### config.mk
export PLATFORM = sky130hd
export DESIGN_NAME = mem_access
export DESIGN_NICKNAME = d
export VERILOG_FILES = /design/src/rtl/mem_access.sv
export SDC_FILE = /design/constraint.sdc
export NUM_CORES = 1
export LEC_CHECK = 0
export CELL_PAD_IN_SITES_DETAIL_PLACEMENT = 1
export CELL_PAD_IN_SITES_GLOBAL_PLACEMENT = 1
export CORE_MARGIN = 2
export CORE_UTILIZATION = 29
export DETAILED_ROUTE_END_ITERATION = 16
export PLACE_DENSITY = 0.85
export SLEW_MARGIN = 15
export SYNTH_ARGS = -nofsm -noshare
export SYNTH_HDL_FRONTEND = slang
export SYNTH_SLANG_ARGS = --single-unit
### constraint.sdc
create_clock -name clk -period 3 [get_ports clk]
set_clock_uncertainty 0.15 [all_clocks]
set_input_delay 0.9 -clock clk [delete_from_list [all_inputs] [get_ports clk]]
set_output_delay 0.9 -clock clk [all_outputs]
set_load 0.03 [all_outputs]
### src/rtl/mem_access.sv
// mem_access: memory-access stage of the mriscv pipeline.
//
// The stage accepts one operation from execute while idle. Non-memory
// results go straight to writeback. A load or store with a bad width code
// or a misaligned address raises mem_fault and touches nothing. Any other
// load or store is issued on the data-memory port. Until that access is
// finished, stall stays high and in_valid is ignored.
//
// Ports
//   clk, reset        clock; synchronous active-high reset
//   in_valid          execute output valid
//   is_load/is_store  operation class (load wins if both are set)
//   func3             RV32I width code
//   addr              effective address
//   alu_result        value forwarded for non-memory ops
//   store_data        rs2 value for stores
//   dest_i            destination register
//   stall             stage busy (combinational from state)
//   mem_req/we/addr/wdata/wstrb   request to data memory, held until mem_ready
//   mem_ready         memory accepts the request this cycle
//   mem_rvalid/rdata  load response (only looked at while waiting for it)
//   wb_en/dest/data   register-file writeback; wb_en is a one-cycle pulse
//   mem_fault         one-cycle pulse for an illegal or misaligned access
//   dbg_state         current FSM state (0 idle, 1 request, 2 wait data)
//
// Handshake: a request is transferred on the rising edge where mem_req and
// mem_ready are both high. Until that edge, mem_req, mem_we, mem_addr,
// mem_wdata and mem_wstrb do not change. A load response is taken on the
// first rising edge in the wait state where mem_rvalid is high.
module mem_access (
   input  logic        clk,
   input  logic        reset,
   input  logic        in_valid,
   input  logic        is_load,
   input  logic        is_store,
   input  logic [2:0]  func3,
   input  logic [31:0] addr,
   input  logic [31:0] alu_result,
   input  logic [31:0] store_data,
   input  logic [4:0]  dest_i,
   output logic        stall,
   output logic        mem_req,
   output logic        mem_we,
   output logic [31:0] mem_addr,
   output logic [31:0] mem_wdata,
   output logic [3:0]  mem_wstrb,
   input  logic        mem_ready,
   input  logic        mem_rvalid,
   input  logic [31:0] mem_rdata,
   output logic        wb_en,
   output logic [4:0]  wb_dest,
   output logic [31:0] wb_data,
   output logic        mem_fault,
   output logic [1:0]  dbg_state
);

   typedef enum logic [1:0] {
      ST_IDLE = 2'd0,
      ST_REQ  = 2'd1,
      ST_WAIT = 2'd2
   } state_e;

   state_e      state_q, state_d;
   logic        ld_q, ld_d;         // accepted op is a load
   logic [2:0]  f3_q, f3_d;         // width code, needed again for extension
   logic [1:0]  off_q, off_d;       // byte offset within the word
   logic [4:0]  dest_q, dest_d;
   logic        mem_req_q, mem_req_d;
   logic        mem_we_q, mem_we_d;
   logic [31:0] mem_addr_q, mem_addr_d;
   logic [31:0] mem_wdata_q, mem_wdata_d;
   logic [3:0]  mem_wstrb_q, mem_wstrb_d;
   logic        wb_en_q, wb_en_d;
   logic [4:0]  wb_dest_q, wb_dest_d;
   logic [31:0] wb_data_q, wb_data_d;
   logic        mem_fault_q, mem_fault_d;

   // Decode of the operation presented on the inputs.
   logic        illegal;
   logic        misaligned;
   logic [31:0] lane_wdata;
   logic [3:0]  lane_wstrb;

   always_comb begin
      illegal = 1'b0;
      if (is_load) begin
         case (func3)
            3'b000, 3'b001, 3'b010, 3'b100, 3'b101: illegal = 1'b0;
            default:                                illegal = 1'b1;
         endcase
      end else begin
         case (func3)
            3'b000, 3'b001, 3'b010: illegal = 1'b0;
            default:                illegal = 1'b1;
         endcase
      end
      // The width follows from func3[1:0]. Codes with [1:0]=11 are already illegal.
      case (func3[1:0])
         2'b01:   misaligned = addr[0];
         2'b10:   misaligned = (addr[1:0] != 2'b00);
         default: misaligned = 1'b0;
      endcase
      // Store data is replicated across all lanes. The strobe selects the lanes to write.
      case (func3[1:0])
         2'b00: begin
            lane_wdata = {4{store_data[7:0]}};
            lane_wstrb = 4'b0001 << addr[1:0];
         end
         2'b01: begin
            lane_wdata = {2{store_data[15:0]}};
            lane_wstrb = 4'b0011 << addr[1:0];
         end
         default: begin
            lane_wdata = store_data;
            lane_wstrb = 4'b1111;
         end
      endcase
   end

   // Load lane select and sign/zero extension (f3_q[2] set = unsigned).
   logic [31:0] shifted;
   logic [31:0] load_val;

   always_comb begin
      shifted = mem_rdata >> {off_q, 3'b000};
      case (f3_q[1:0])
         2'b00:   load_val = {{24{shifted[7]  & ~f3_q[2]}}, shifted[7:0]};
         2'b01:   load_val = {{16{shifted[15] & ~f3_q[2]}}, shifted[15:0]};
         default: load_val = shifted;
      endcase
   end

   always_comb begin
      state_d     = state_q;
      ld_d        = ld_q;
      f3_d        = f3_q;
      off_d       = off_q;
      dest_d      = dest_q;
      mem_req_d   = mem_req_q;
      mem_we_d    = mem_we_q;
      mem_addr_d  = mem_addr_q;
      mem_wdata_d = mem_wdata_q;
      mem_wstrb_d = mem_wstrb_q;
      wb_en_d     = 1'b0;
      wb_dest_d   = wb_dest_q;
      wb_data_d   = wb_data_q;
      mem_fault_d = 1'b0;
      case (state_q)
         ST_IDLE: begin
            if (in_valid) begin
               if (!is_load && !is_store) begin
                  wb_en_d   = (dest_i != 5'd0);
                  wb_dest_d = dest_i;
                  wb_data_d = alu_result;
               end else if (illegal || misaligned) begin
                  mem_fault_d = 1'b1;
               end else begin
                  state_d     = ST_REQ;
                  ld_d        = is_load;
                  f3_d        = func3;
                  off_d       = addr[1:0];
                  dest_d      = dest_i;
                  mem_req_d   = 1'b1;
                  mem_we_d    = !is_load;
                  mem_addr_d  = {addr[31:2], 2'b00};
                  mem_wdata_d = lane_wdata;
                  mem_wstrb_d = is_load ? 4'b0000 : lane_wstrb;
               end
            end
         end
         ST_REQ: begin
            if (mem_ready) begin
               mem_req_d   = 1'b0;
               mem_we_d    = 1'b0;
               mem_wstrb_d = 4'b0000;
               state_d     = ld_q ? ST_WAIT : ST_IDLE;
            end
         end
         ST_WAIT: begin
            if (mem_rvalid) begin
               wb_en_d   = (dest_q != 5'd0);
               wb_dest_d = dest_q;
               wb_data_d = load_val;
               state_d   = ST_IDLE;
            end
         end
         default: state_d = ST_IDLE;
      endcase
   end

   always_ff @(posedge clk) begin
      if (reset) begin
         state_q     <= ST_IDLE;
         ld_q        <= 1'b0;
         f3_q        <= 3'd0;
         off_q       <= 2'd0;
         dest_q      <= 5'd0;
         mem_req_q   <= 1'b0;
         mem_we_q    <= 1'b0;
         mem_addr_q  <= 32'd0;
         mem_wdata_q <= 32'd0;
         mem_wstrb_q <= 4'd0;
         wb_en_q     <= 1'b0;
         wb_dest_q   <= 5'd0;
         wb_data_q   <= 32'd0;
         mem_fault_q <= 1'b0;
      end else begin
         state_q     <= state_d;
         ld_q        <= ld_d;
         f3_q        <= f3_d;
         off_q       <= off_d;
         dest_q      <= dest_d;
         mem_req_q   <= mem_req_d;
         mem_we_q    <= mem_we_d;
         mem_addr_q  <= mem_addr_d;
         mem_wdata_q <= mem_wdata_d;
         mem_wstrb_q <= mem_wstrb_d;
         wb_en_q     <= wb_en_d;
         wb_dest_q   <= wb_dest_d;
         wb_data_q   <= wb_data_d;
         mem_fault_q <= mem_fault_d;
      end
   end

   assign stall     = (state_q != ST_IDLE);
   assign mem_req   = mem_req_q;
   assign mem_we    = mem_we_q;
   assign mem_addr  = mem_addr_q;
   assign mem_wdata = mem_wdata_q;
   assign mem_wstrb = mem_wstrb_q;
   assign wb_en     = wb_en_q;
   assign wb_dest   = wb_dest_q;
   assign wb_data   = wb_data_q;
   assign mem_fault = mem_fault_q;
   assign dbg_state = state_q;

endmodule
==> impl_metrics.json <==
{
  "status": "finished clean",
  "synth.distinct_cells": 47,
  "setup_viol": 0,
  "final.setup.tns_ns": 0,
  "grt-ovfl-total": 0,
  "required_ns": 3.16,
  "synth_seq_cells": 120,
  "synth_top_area_share": 0.375,
  "rsz0062_at_grt": "false",
  "yosys.area.top_type": "dfxtp_1",
  "regArea_sq_um": 2400,
  "avgRoutedWirePerCell_um": 18.4,
  "design.core.area_sq_um": 21800,
  "remaining_drc_errors": 0,
  "post-route-min-period_ns": 2.81,
  "dr_total_vias": 6294,
  "drive_gt1_frac": 0.125,
  "cp_common_cell": "o21a_1",
  "fin_crit_sh": 0.937,
  "r2r_start": "off_q[0]$_SDFFE_PP0P_",
  "drt-pass1-iter-count": 5,
  "h-tree-depth": 4,
  "yosys.area_share.simple": 0.233,
  "synth_edf_count": 0,
  "ant_nets": 0,
  "ioPinCount": 255,
  "crit_slowest_cell": "or4_4",
  "port_buffers": 252,
  "p_per_area_nw_per_um2": 483,
  "fmax_ghz": 0.356,
  "std_cell_rows": 54,
  "final_util": 0.468,
  "cp.arrival_ns": 2.97,
  "synth_most_common_cell": "dfxtp_1",
  "reg2reg_setup_slack_ns": 0.64,
  "tightestPinTransition_ns": 0.699,
  "hp-start": "wb_data[24]$_SDFFE_PP0P_",
  "detail_route.vias_per_cell": 4.93,
  "ir_worst_vdd_mv": 0.313,
  "cts_made_buffers": 17,
  "first_global_vias": 6674,
  "hold_slack_ns": 0.321,
  "ys_top_cells_by_count": "dfxtp_1 (120), nand2b_1 (108), mux2i_1 (66)",
  "nFillCells": 2485,
  "synthTopCellsByArea": "dfxtp_1 (37%), nand2b_1 (11%), mux2i_1 (10%)",
  "clk_latency_ns": 0.41,
  "path_cells": "dlymetal6s2s_1, buf_4, ha_1, o21a_1, o21a_1, or4_4, clkbuf_16, clkbuf_4, mux2_2",
  "synth-adder-area-share": 0.00585,
  "grt_use_total": 0.195,
  "finalPower_mw": 4.92,
  "die_h_um": 153,
  "gp_congestion": 0.839,
  "cp-start-kind": "input port",
  "dp_hpwl_mm": 17.3,
  "layout-area-overhead-vs-synth_pct": 58.9,
  "startpoint": "func3[1]",
  "cts-root-buf": "clkbuf_16",
  "grt_antenna_before_repair": 5,
  "cts_tree": "built",
  "crit_fanout": 6,
  "drv_cap": 0,
  "synth-compound-area-share": 0.167,
  "clk_path_buf_depth": 2,
  "grt_pass1_wl_mm": 36.2,
  "path_clk_slew_ns": 0.06,
  "slowest_delay_ns": 0.56,
  "nets": 1124,
  "synthCells": 719,
  "slew_viol_final": 0,
  "synth.avg_cell_area_sq_um": 8.92,
  "grt_max_degree": 75,
  "dieArea_sq_um": 23300,
  "initial_core_util": 0.295,
  "muxShareOfSynthArea": 0.173,
  "clock_sinks": 120,
  "finalInstanceArea_sq_um": 10200,
  "ys.flop_type": "dfxtp_1",
  "yosysSeqAreaShare": 0.375,
  "synth_warnings": 0,
  "hp-class": "flop to flop",
  "multiInputGateArea_sq_um": 3740,
  "critical_path_class": "input port to flop",
  "finalHoldViolations": 0,
  "p_leak_nw": 3.71,
  "placed_cell_area_sq_um": 9460,
  "synth_top_family_by_area": "simple AND/OR/NAND/NOR gates",
  "routed_wl_mm": 23.5,
  "ys_async_sr_fraction": 0,
  "critical_path.endpoint_type": "flop",
  "cts_hold_buf": 0,
  "drt_iter0_markers": 223,
  "syn_area_sq_um": 6410,
  "die-width_um": 153,
  "relSlewSlack": 0.532,
  "synth_xor_area_frac": 0
}
-- critical path: cells and delay by family --
family                   cells  cell delay [ns]
AO/OA/AOI/OAI                2             0.41
AND/OR/NAND/NOR              1             0.56
multiplexers                 1             0.28
buffers and inverters        4             0.62
adder cells (fa/ha/maj)      1             0.20
-- final cells by class --
class / instances / share of cell area
inverters: 6 / 0.00221
clock buffers: 17 / 0.0418
clock inverters: 15 / 0.0210
well taps: 280 / 0.0344
repair buffers: 299 / 0.296
diodes: 5 / 0.00123
flip-flops and latches: 120 / 0.236
multi-input cells: 534 / 0.367
-- power breakdown --
group          switching [mW]  internal (mW)  total, mW
clock network           0.827           1.41       2.24
logic                   0.475          0.497      0.972
registers              0.0466           1.67       1.71
total                    1.35           3.57       4.92
-- through the flow --
step,std cells,setup slack [ns]
floorplan,720,0.0373
global placement,1234,-0.351
detailed placement,1234,-0.407
CTS,1266,0.0214
global route,1276,0.121
finish,1276,0.188
-- flip-flops by register name, indices dropped and copies added (netlist names) --
name / flops
dbg_state: 2
dest_q: 5
f3_q: 3
ld_q: 1
mem_addr: 30
mem_fault: 1
mem_req: 1
mem_wdata: 32
mem_we: 1
mem_wstrb: 4
off_q: 2
wb_data: 32
wb_dest: 5
wb_en: 1
-- logic make-up (layout without fill, tap and decap cells) --
| group | after synthesis | after routing |
|---|---|---|
| simple gates | 274 | 274 |
| fa+ha+maj | 3 | 3 |
| flops | 120 | 120 |
| other cells | 1 | 7 |
| buf+inv | 66 | 337 |
| compound gates | 156 | 156 |
| mux | 99 | 99 |
-- path summary, 6_finish.rpt --
path / to / cells past startpoint
worst max register to register: wb_data[19]$_SDFFE_PP0P_ / 5
worst max-delay path: mem_wdata[9]$_SDFFE_PP0P_ / 9
worst min register to register: wb_data[24]$_SDFFE_PP0P_ / 1
worst min-delay path: wb_data[24]$_SDFFE_PP0P_ / 1
-- repair_timing --
action / CTS / global route
endpoints found under the setup margin: 0 / 31
setup buffers: 0 / 4
resized for setup: 0 / 3
-- routing by layer --
| metal | global-route usage | vias to the layer above | wire length, um |
|---|---|---|---|
| li1 | - | 3057 | - |
| met1 | 0.230 | 3001 | 9710 |
| met2 | 0.339 | 196 | 11800 |
| met3 | 0.0444 | 40 | 1270 |
| met4 | 0.0807 | 0 | 736 |
| met5 | 0 | - | 0 |
-- placed cells by master, fill, tap and decap left out, types with 6 or more instances in the layout --
master	count
clkbuf_16	18
buf_4	36
nand3_1	9
a2111oi_0	8
mux2_2	14
a211oi_1	10
nand2b_1	108
nand2_1	54
a311oi_1	13
nand3b_1	10
nor3_1	10
buf_12	10
o211ai_1	14
nor2b_1	26
inv_1	6
mux2i_1	66
mux2_4	18
a21o_1	12
nor2_1	42
a31oi_1	10
o21ai_0	25
a22oi_1	8
clkdlybuf4s50_1	249
o2bb2ai_1	9
dfxtp_1	120
a21oi_1	34
(Power assumes the default switching activity.)
